## src/rtl/signal_conflict_monitor.sv

```systemverilog
// signal_conflict_monitor: registered lamp passthrough with conflict/sequence checking and latched flashing-red fault; FAULT_COUNT_EN adds fault_count.
module signal_conflict_monitor #(
  parameter int MIN_YELLOW   = 3,
  parameter int FLASH_HALF   = 4,
  parameter int ALL_RED_HOLD = 6
) (
  input  logic       clk,
  input  logic       rst,
  input  logic [2:0] light_M1_in,
  input  logic [2:0] light_s_in,
  input  logic [2:0] light_MT_in,
  input  logic [2:0] light_M2_in,
  input  logic       fault_clr,
  output logic [2:0] lamp_M1,
  output logic [2:0] lamp_s,
  output logic [2:0] lamp_MT,
  output logic [2:0] lamp_M2,
  output logic       fault,
  output logic [2:0] fault_code
`ifdef FAULT_COUNT_EN
  ,
  output logic [7:0] fault_count
`endif
);
  localparam int YW = $clog2(MIN_YELLOW + 1);
  localparam int FW = $clog2(2 * FLASH_HALF);
  localparam int HW = $clog2(ALL_RED_HOLD + 1);
  localparam logic [2:0] RED = 3'b001, YEL = 3'b010, GRN = 3'b100;
  typedef enum logic [1:0] {PASS, FAULT, RECOVER} state_t;
  state_t state;
  logic [3:0][2:0] smp, prev, lamp;
  logic [3:0][YW-1:0] ycnt;
  logic [3:0] bad, grn, g2r, y2r, y2g;
  logic [FW-1:0] flash, flash_nx;
  logic [HW-1:0] hold;
  logic [2:0] code;
  logic conflict;
  // channel order 0..3 = M1, S, MT, M2
  assign smp = {light_M2_in, light_MT_in, light_s_in, light_M1_in};
  assign {lamp_M2, lamp_MT, lamp_s, lamp_M1} = lamp;
  assign flash_nx = flash == FW'(2 * FLASH_HALF - 1) ? '0 : flash + 1'b1;
  always_comb begin
    bad = '0;
    grn = '0;
    g2r = '0;
    y2r = '0;
    y2g = '0;
    for (int i = 0; i < 4; i++) begin
      bad[i] = smp[i] != RED && smp[i] != YEL && smp[i] != GRN;
      grn[i] = smp[i] == GRN;
      g2r[i] = prev[i] == GRN && smp[i] == RED;
      y2r[i] = prev[i] == YEL && smp[i] == RED && ycnt[i] < YW'(MIN_YELLOW);
      y2g[i] = prev[i] == YEL && smp[i] == GRN;
    end
    conflict = (grn[1] && (grn[0] || grn[2] || grn[3])) || (grn[2] && grn[3]);
    code = |bad ? 3'd1 : conflict ? 3'd2 : |g2r ? 3'd3 : |y2r ? 3'd4 : |y2g ? 3'd5 : 3'd0;
  end
  always_ff @(posedge clk or negedge rst) begin
    if (!rst) begin
      state      <= RECOVER;
      hold       <= '0;
      flash      <= '0;
      lamp       <= {4{RED}};
      fault      <= 1'b0;
      fault_code <= '0;
      prev       <= {4{RED}};
      ycnt       <= '0;
    end else begin
      for (int i = 0; i < 4; i++) begin
        prev[i] <= smp[i];
        ycnt[i] <= smp[i] != YEL ? '0 : ycnt[i] == YW'(MIN_YELLOW) ? ycnt[i] : ycnt[i] + 1'b1;
      end
      // a clear in FAULT outranks any same-cycle violation
      if (state != FAULT && code != 3'd0) begin
        state      <= FAULT;
        fault_code <= code;
        fault      <= 1'b1;
        flash      <= '0;
        lamp       <= {4{RED}};
      end else begin
        case (state)
          PASS: lamp <= smp;
          FAULT: begin
            if (fault_clr) begin
              state <= RECOVER;
              hold  <= '0;
              lamp  <= {4{RED}};
            end else begin
              flash <= flash_nx;
              lamp  <= flash_nx < FW'(FLASH_HALF) ? {4{RED}} : '0;
            end
          end
          RECOVER: begin
            lamp <= {4{RED}};
            if (hold == HW'(ALL_RED_HOLD - 1)) begin
              state      <= PASS;
              fault      <= 1'b0;
              fault_code <= '0;
            end else begin
              hold <= hold + 1'b1;
            end
          end
          default: state <= RECOVER;
        endcase
      end
    end
  end
`ifdef FAULT_COUNT_EN
  always_ff @(posedge clk or negedge rst) begin
    if (!rst) fault_count <= '0;
    else if (state != FAULT && code != 3'd0 && fault_count != 8'hff) fault_count <= fault_count + 1'b1;
  end
`endif
endmodule
```

## config.mk

```make
export PLATFORM = sky130hd
export DESIGN_NAME = signal_conflict_monitor
export DESIGN_NICKNAME = d
export VERILOG_FILES = /design/src/rtl/signal_conflict_monitor.sv
export SDC_FILE = /design/constraint.sdc
export NUM_CORES = 1
export LEC_CHECK = 0
export CORE_MARGIN = 4
export CORE_UTILIZATION = 55
export CTS_CLUSTER_DIAMETER = 30
export DETAILED_ROUTE_END_ITERATION = 6
export PLACE_DENSITY = 0.79
export SLEW_MARGIN = 30
export SYNTH_ARGS = -nofsm -noshare
export SYNTH_HDL_FRONTEND = slang
export SYNTH_SLANG_ARGS = --single-unit
```

## constraint.sdc

```tcl
create_clock -name clk -period 4.4 [get_ports clk]
set_clock_uncertainty 0.15 [all_clocks]
set_input_delay 0.44 -clock clk [delete_from_list [all_inputs] [get_ports clk]]
set_output_delay 0.44 -clock clk [all_outputs]
set_load 0.05 [all_outputs]
```

==> impl_table.tex, run 1 <==
\begin{tabular}{lr}
\hline
Metric & Value \\
\hline
\multicolumn{2}{l}{\textbf{Status}} \\
\quad Outcome & finished with violations \\
\quad Violations in the final reports & negative hold slack \\
\multicolumn{2}{l}{\textbf{Logic synthesis}} \\
\quad Area leader, netlist & sky130\_fd\_sc\_hd\_\_dfrtp\_1 \\
\quad Fraction of synthesis flops using an asynchronous set or reset pin & 100\% \\
\quad Cell variety after synth & between 50 and 60 \\
\quad Syn\_nets & about 270 \\
\quad Syn Std Cell Area & 0.00245 sq mm \\
\quad Ranking of synthesized cells by instance count & 35 x sky130\_fd\_sc\_hd\_\_dfrtp\_1, 18 x sky130\_fd\_sc\_hd\_\_nor2\_1, 16 x sky130\_fd\_sc\_hd\_\_o21ai\_0 \\
\quad Area share of the largest cell type after synthesis & 35.8\% \\
\quad Count of mapped cells out of synthesis & $\sim$240 \\
\quad Most instantiated flip-flop cell in the synthesis netlist & sky130\_fd\_sc\_hd\_\_dfrtp\_1 \\
\quad Synthesis Warnings & 0 \\
\quad Cell with the most instances after synthesis & sky130\_fd\_sc\_hd\_\_dfrtp\_1 \\
\quad Count of flip-flops with a built-in enable after synthesis & 0 \\
\quad Average cell area after synthesis & 10.2 sq um \\
\quad Most area-consuming cells after synthesis & sky130\_fd\_sc\_hd\_\_dfrtp\_1 36\%, sky130\_fd\_sc\_hd\_\_dfstp\_2 9.7\%, sky130\_fd\_sc\_hd\_\_ha\_1 5.6\% \\
\quad Sequential cell area fraction in the yosys report & between 40\% and 50\% \\
\quad Register bit count reported by yosys & between 40 and 50 \\
\multicolumn{2}{l}{\textbf{Floorplan}} \\
\quad Floorplan core area & a little over 0.004 sq mm \\
\quad Vertical extent of the die & 74.7 um \\
\quad I/O pin total & 31 \\
\quad Row cnt & 23 \\
\quad Die outline width & 74.7 um \\
\quad Initial Util & 59.1\% \\
\quad Die Outline Area & 0.00558 sq mm \\
\multicolumn{2}{l}{\textbf{Clock tree}} \\
\quad Skew-Pair Late Insertion Delay & approximately 300 ps \\
\quad Maximum number of buffers from clock root to sink & 2 \\
\quad Buffers inserted by post-CTS timing repair & 0 \\
\quad Post-CTS resize count & 0 \\
\quad Clock transition at the registers of the reported paths & roughly 80 ps \\
\quad Post-CTS Hold Buffers & 0 \\
\quad CTS root buffer & sky130\_fd\_sc\_hd\_\_clkbuf\_8 \\
\quad CTS tree & yes \\
\quad Number of H-tree levels & 2 \\
\quad Number of buffers created by CTS & 5 \\
\quad Sinks on the clock net & between 40 and 50 \\
\multicolumn{2}{l}{\textbf{Worst setup path}} \\
\quad Worst reg2reg setup slack & 1740 ps \\
\quad Critical path class & in -> reg \\
\quad Worst Setup End Kind & flip-flop \\
\quad CP Data Required Time & 4410 ps \\
\quad Maximum fanout along the worst path & 12 \\
\quad Kind of start point of the critical path & input pin \\
\quad Crit path arrival time & approximately 3100 ps \\
\multicolumn{2}{l}{\textbf{Cells and area}} \\
\quad Area taken by flip-flops and latches & 0.00111 sq mm \\
\quad Count of antenna diodes in the layout & 0 \\
\quad Layout-stage area growth over the synthesis result & 16.3\% \\
\quad Fin util & 68.7\% \\
\quad Net total in the final layout & between 200 and 300 \\
\quad Combined area of the multi-input logic cells & $\sim$0.0012 sq mm \\
\quad Number of filler instances in the final layout & 332 \\
\quad Post-route cell area & $\sim$0.0028 sq mm \\
\quad Non-filler instance count after layout & $\sim$320 \\
\quad Share of cells above drive strength 1 & between 10\% and 20\% \\
\multicolumn{2}{l}{\textbf{Route}} \\
\quad Met3 Wirelength & 234 um \\
\quad Via total after detailed routing & 1958 \\
\quad Starting DRC count in detailed routing & 218 \\
\quad Met1 WL & approximately 2400 um \\
\quad Sum of routed wire length over all layers & 5200 um \\
\quad Top metal layer carrying routed signals & met4 \\
\quad Detailed-routing iteration count for the pre-antenna-repair pass & 4 \\
\quad Drt drc & 0 \\
\quad Wire length on met2 & 2450 um \\
\quad Antenna Violating Nets Remaining & 0 \\
\quad Average vias per placed instance & 6.10 \\
\quad WL/cell & 16.2 um \\
\multicolumn{2}{l}{\textbf{Global route}} \\
\quad Vias in the first global route & 1893 \\
\quad Overall fraction of global-route tracks in use & a little over a fifth \\
\quad Global-route wire length before repair & 8800 um \\
\quad Largest net degree at the start of global routing & between 40 and 50 \\
\quad Antenna violations before repair & 0 \\
\quad Aggregate global routing overflow & 0 \\
\multicolumn{2}{l}{\textbf{Placed design}} \\
\quad Final GP Congestion & 0.875 \\
\quad Port bufs & 30 \\
\quad Placed cell area & 0.00276 sq mm \\
\quad Placed instance count & 313 \\
\quad Placed wire-length estimate & 3790 um \\
\quad Place WS & about 1000 ps \\
\multicolumn{2}{l}{\textbf{Power and ir drop}} \\
\quad Leakage power summed over all cells & 1.20 nW \\
\quad Switching share of total power & 43.5\% \\
\quad IR drop worst, VDD & 0.341 mV \\
\quad Power share of the sequential group & 34.5\% \\
\quad Relative contribution of the clock network to total power & about 15\% \\
\quad Reported net switching power & 702 uW \\
\quad Comb power frac & 50.3\% \\
\quad Final Power & 1.61 mW \\
\quad Cell-internal power & 912 uW \\
\quad Pwr Density & 567 mW/mm\^{}2 \\
\multicolumn{2}{l}{\textbf{STA}} \\
\quad Total count of hold-check failures in the final report & 35 \\
\quad Final count of pins violating max slew & 0 \\
\quad Tightest slew margin relative to the limit & roughly 64\% \\
\quad Pin slew with the least headroom to its limit & 546 ps \\
\quad Final critical path time including I/O delays and setup & 3060 ps \\
\quad Final Cycle Share & 69.5\% \\
\quad Final worst setup slack & 1340 ps \\
\quad Unrepaired setup endpoints after global routing & no \\
\quad Setup total negative slack & 0 ps \\
\quad Setup violation total in the final timing report & 0 \\
\quad Max Freq & 0.327 GHz \\
\quad Worst hold-check slack & -32.5 ps \\
\multicolumn{2}{l}{\textbf{Min path}} \\
\quad Class of the tightest hold or removal check & in -> async \\
\multicolumn{2}{l}{\textbf{Job}} \\
\quad Max Cap Viol & 0 \\
\hline
\end{tabular}
power groups by stage:
| stage | Combinational [mW] | Sequential (mW) | Clock, mW |
|---|---|---|---|
| after floorplan | 0.428 | 0.722 | 0 |
| after global placement | 0.793 | 0.561 | 0 |
| after detailed placement | 0.808 | 0.565 | 0 |
| after CTS | 0.811 | 0.558 | 0.252 |
| after global routing | 0.893 | 0.569 | 0.269 |
| final | 0.813 | 0.558 | 0.244 |
critical path, stage by stage:
cell and delay (ps):
sky130_fd_sc_hd__clkdlybuf4s50_1 550, sky130_fd_sc_hd__or4b_1 580, sky130_fd_sc_hd__or4_1 450, sky130_fd_sc_hd__and3_4 210, sky130_fd_sc_hd__and2_4 180, sky130_fd_sc_hd__a21oi_2 460, sky130_fd_sc_hd__o21ai_0 190
path summary, 6_finish.rpt:
path                                     start             to  cells past startpoint
worst min register to register           fault          fault                      1
worst max-delay path            light_MT_in[1]  fault_code[1]                      7
worst max register to register         prev[6]  fault_code[1]                      6
worst min-delay path                       rst        ycnt[6]                      1
min in group clk                         fault          fault                      1
max in group asynchronous                  rst        prev[3]                      1
routing by layer:
layer	vias to the layer above	global-route usage, %
met1	942	28.0
met4	0	9.88
met3	11	4.14
met5	-	0
li1	954	-
met2	51	32.9
cell families (layout without fill, tap and decap cells):
kind of cell	after synthesis	in the layout	share of synthesized area, %
xor+xnor	6	6	2.15
buf+inv	22	52	4.04
simple gates	85	85	20.7
mux	10	10	4.09
fa+ha+maj	11	11	5.62
flops	44	44	45.5
compound gates	63	63	18.0
layout by cell type, fill, tap and decap left out, types with 8 or more instances in the layout:
master	instances
sky130_fd_sc_hd__dfrtp_1	35
sky130_fd_sc_hd__clkdlybuf4s50_1	29
sky130_fd_sc_hd__nor2_1	18
sky130_fd_sc_hd__o21ai_0	16
sky130_fd_sc_hd__inv_1	13
sky130_fd_sc_hd__nand2_1	11
sky130_fd_sc_hd__ha_1	11
sky130_fd_sc_hd__mux2i_1	10
sky130_fd_sc_hd__dfstp_2	9
sky130_fd_sc_hd__nor2b_1	8
registers in the layout (all words and copies together), names as in the netlist:
register and cells:
prev 12, ycnt 8, fault_code 3, flash 3, hold 3, lamp_M1 3, lamp_M2 3, lamp_MT 3
lamp_s 3, state 2, fault 1
layout make-up:
type                            count  share of cell area [%]
Clock buffer                        7                    2.68
Clock inverter                      1                   0.176
Inverter                           13                    1.71
Multi-Input combinational cell    175                    43.4
Sequential cell                    44                    39.1
Tap cell                           50                    2.20
Timing Repair Buffer               31                    10.7
(Power assumes the default switching activity.)
==> run 2: changes to the inputs <==
- clock period: 4.4 -> 3.1 ns (I/O delays scaled with it)
==> run 2 against run 1 <==
The flow now finishes without violations. Routed wire length grew 4.4%. Total power grew 44%. Clock power grew 50%. Utilization grew 2.1 points. Sequential power grew 42%. Non-clock buffer count grew 10. Critical endpoint is now lamp_s[2].
==> impl_table.tex, run 2 (synthesized netlist as in run 1, its figures left out) <==
\begin{tabular}{lr}
\hline
Metric & Value \\
\hline
\multicolumn{2}{l}{\textbf{Power and ir drop}} \\
\quad Leakage power summed over all cells & 1.25 nW (was 1.20 nW) \\
\quad IR drop worst, VDD & 0.522 mV (was 0.341 mV) \\
\quad Pwr Density & 792 mW/mm\^{}2 (was 567 mW/mm\^{}2) \\
\quad Final Power & 2.32 mW (was 1.61 mW) \\
\multicolumn{2}{l}{\textbf{Global route}} \\
\quad GR met2 Demand/Resource & 36.0\% (was 32.9\%) \\
\quad Vias in the first global route & 1969 (was 1893) \\
\quad Antenna violations before repair & 0 (unchanged) \\
\quad Global-route layer with the greatest usage & met2 (unchanged) \\
\quad Overall fraction of global-route tracks in use & 22.0\% (was 20.9\%) \\
\quad Met1 global-route usage & 27.8\% (was 28.0\%) \\
\quad Global routing met3 resource utilization & 5.74\% (was 4.14\%) \\
\quad Global-route wire length before repair & 9220 um (was 8800 um) \\
\quad Largest net degree at the start of global routing & 45 (unchanged) \\
\quad Aggregate global routing overflow & 0 (unchanged) \\
\multicolumn{2}{l}{\textbf{STA}} \\
\quad Total count of hold-check failures in the final report & 0 (was 35) \\
\quad Final count of pins violating max slew & 0 (unchanged) \\
\quad Setup violation total in the final timing report & 0 (unchanged) \\
\quad Max Freq & 0.384 GHz \\
\quad Tightest slew margin relative to the limit & 59.4\% (was 63.6\%) \\
\quad Final Cycle Share & 84.1\% \\
\quad Final critical path time including I/O delays and setup & 2610 ps \\
\quad Unrepaired setup endpoints after global routing & no (unchanged) \\
\quad Pin slew with the least headroom to its limit & 605 ps (was 546 ps) \\
\quad Setup total negative slack & 0 ps (unchanged) \\
\multicolumn{2}{l}{\textbf{Clock tree}} \\
\quad Skew-Pair Late Insertion Delay & 300 ps (about the same) \\
\quad CTS root buffer & sky130\_fd\_sc\_hd\_\_clkbuf\_8 (unchanged) \\
\quad Clock transition at the registers of the reported paths & 70 ps (was 80 ps) \\
\quad Buffers inserted by post-CTS timing repair & 0 (unchanged) \\
\quad Number of H-tree levels & 2 (unchanged) \\
\quad CTS tree & yes (unchanged) \\
\quad Number of buffers created by CTS & 5 (unchanged) \\
\quad Maximum number of buffers from clock root to sink & 2 (unchanged) \\
\quad Sinks on the clock net & 44 (unchanged) \\
\quad Post-CTS resize count & 0 (unchanged) \\
\multicolumn{2}{l}{\textbf{Placed design}} \\
\quad Port bufs & 30 (unchanged) \\
\quad Placed instance count & 322 (was 313) \\
\quad Final GP Congestion & 0.893 (was 0.875) \\
\quad Placed wire-length estimate & 4080 um (was 3790 um) \\
\quad Placed cell area & 0.00283 sq mm (was 0.00276 sq mm) \\
\multicolumn{2}{l}{\textbf{Floorplan}} \\
\quad Die Outline Area & 0.00558 sq mm (unchanged) \\
\quad I/O pin total & 31 (unchanged) \\
\quad Die outline width & 74.7 um (unchanged) \\
\quad Floorplan core area & 0.00414 sq mm (unchanged) \\
\quad Vertical extent of the die & 74.7 um (unchanged) \\
\quad Initial Util & 59.1\% (unchanged) \\
\quad Row cnt & 23 (unchanged) \\
\multicolumn{2}{l}{\textbf{Route}} \\
\quad Sum of routed wire length over all layers & 5430 um (was 5200 um) \\
\quad WL/cell & 16.4 um (was 16.2 um) \\
\quad Average vias per placed instance & 6.02 (was 6.10) \\
\quad Via total after detailed routing & 1994 (was 1958) \\
\quad Detailed-routing iteration count for the pre-antenna-repair pass & 4 (unchanged) \\
\quad Starting DRC count in detailed routing & 105 (was 218) \\
\quad Drt drc & 0 (unchanged) \\
\quad Antenna Violating Nets Remaining & 0 (unchanged) \\
\multicolumn{2}{l}{\textbf{Worst setup path}} \\
\quad Worst reg2reg setup slack & 610 ps (was 1740 ps) \\
\quad Critical path class & in -> reg (unchanged) \\
\quad Cell count of the worst reg-to-reg path & 7 (was 6) \\
\quad Kind of start point of the critical path & input pin (unchanged) \\
\quad CP Data Required Time & 3120 ps (was 4410 ps) \\
\quad Reg2reg end & lamp\_M2[2] (was fault\_code[1]) \\
\quad Launching point of the worst reg2reg path & prev[6] (unchanged) \\
\quad Crit path arrival time & 2630 ps (was 3060 ps) \\
\quad Maximum fanout along the worst path & 8 (was 12) \\
\quad Worst Setup End Kind & flip-flop (unchanged) \\
\multicolumn{2}{l}{\textbf{Cells and area}} \\
\quad Most frequent cells in the layout & 35 x sky130\_fd\_sc\_hd\_\_dfrtp\_1, 29 x sky130\_fd\_sc\_hd\_\_clkdlybuf4s50\_1, 18 x sky130\_fd\_sc\_hd\_\_nor2\_1 (unchanged) \\
\quad Net total in the final layout & 306 (was 296) \\
\quad Share of cells above drive strength 1 & 13.2\% (was 10.3\%) \\
\quad Count of antenna diodes in the layout & 0 (unchanged) \\
\quad Layout-stage area growth over the synthesis result & 19.8\% (was 16.3\%) \\
\quad Register with the highest flop count & prev (unchanged) \\
\quad Most common cell after layout, fill and taps aside & sky130\_fd\_sc\_hd\_\_dfrtp\_1 (unchanged) \\
\quad Largest registers ranked by flip-flop count & prev (12), ycnt (8) (unchanged) \\
\quad Fin util & 70.8\% (was 68.7\%) \\
\quad Non-filler instance count after layout & 331 (was 321) \\
\quad Post-route cell area & 0.00293 sq mm (was 0.00285 sq mm) \\
\quad Number of flip-flops in the largest register & 12 (unchanged) \\
\multicolumn{2}{l}{\textbf{Min path}} \\
\quad Min-Delay Startpoint & fault \\
\quad Class of the tightest hold or removal check & reg -> reg (was in -> async) \\
\quad Endpoint, Worst Hold & fault \\
\quad WHS Path Cells & 1 \\
\multicolumn{2}{l}{\textbf{Job}} \\
\quad Max Cap Viol & 0 (unchanged) \\
\multicolumn{2}{l}{\textbf{Status}} \\
\quad Outcome & completed (was finished with violations) \\
\hline
\end{tabular}
==> run 2: critical path, cell delays in order <==
cell and delay (ps):
sky130_fd_sc_hd__clkdlybuf4s50_1 470, sky130_fd_sc_hd__or3b_1 370, sky130_fd_sc_hd__a211oi_1 220, sky130_fd_sc_hd__nand4_1 200
sky130_fd_sc_hd__or3_1 510, sky130_fd_sc_hd__buf_4 200, sky130_fd_sc_hd__o21ai_0 230, sky130_fd_sc_hd__o2bb2ai_1 120
==> run 2: layer usage <==
layer,up-vias,routed length (um)
met1,963,2430
met5,-,0
met3,13,241
li1,971,-
met2,47,2620
met4,0,134
==> run 2: area by class of cell <==
cell class | count | area (sq um)
clock buffer | 8 | 90.1
timing repair buffer | 41 | 383
inverter | 13 | 48.8
multi-input combinational | 175 | 1240
sequential | 44 | 1110
tap | 50 | 62.6
fill | 333 | 1210
==> run 2: stage by stage <==
| stage | hold slack [ps] | setup slack, ps |
|---|---|---|
| finish | 353 | 494 |
| global route | 365 | 353 |
| CTS | 33.6 | 504 |
| detailed placement | 327 | 191 |
| global placement | 311 | 231 |
| floorplan | -136 | 730 |
==> run 2: what timing repair did <==
| item | CTS | global route |
|---|---|---|
| endpoints found under the hold margin | 0 | 35 |
| endpoints found under the setup margin | 0 | 0 |
| hold buffers | 0 | 1 |
==> run 2: where the power goes <==
part / leakage (nW) / switching (mW) / total, mW / internal (mW)
clock network: 0.0455 / 0.184 / 0.365 / 0.182
registers: 0.544 / 0.0797 / 0.792 / 0.712
logic: 0.665 / 0.725 / 1.17 / 0.441
==> run 2: how the worst max path moves through the flow <==
stage,startpoint,to,slack [ps],cells past startpoint
floorplan,prev[6],fault_code[0],730,8
global placement,light_M1_in[0],lamp_M2[2],230,8
detailed placement,light_M1_in[0],lamp_M2[2],190,8
CTS,light_M1_in[0],lamp_s[2],500,8
global route,light_M2_in[0],lamp_s[2],350,8
finish,light_M1_in[2],lamp_s[2],490,8
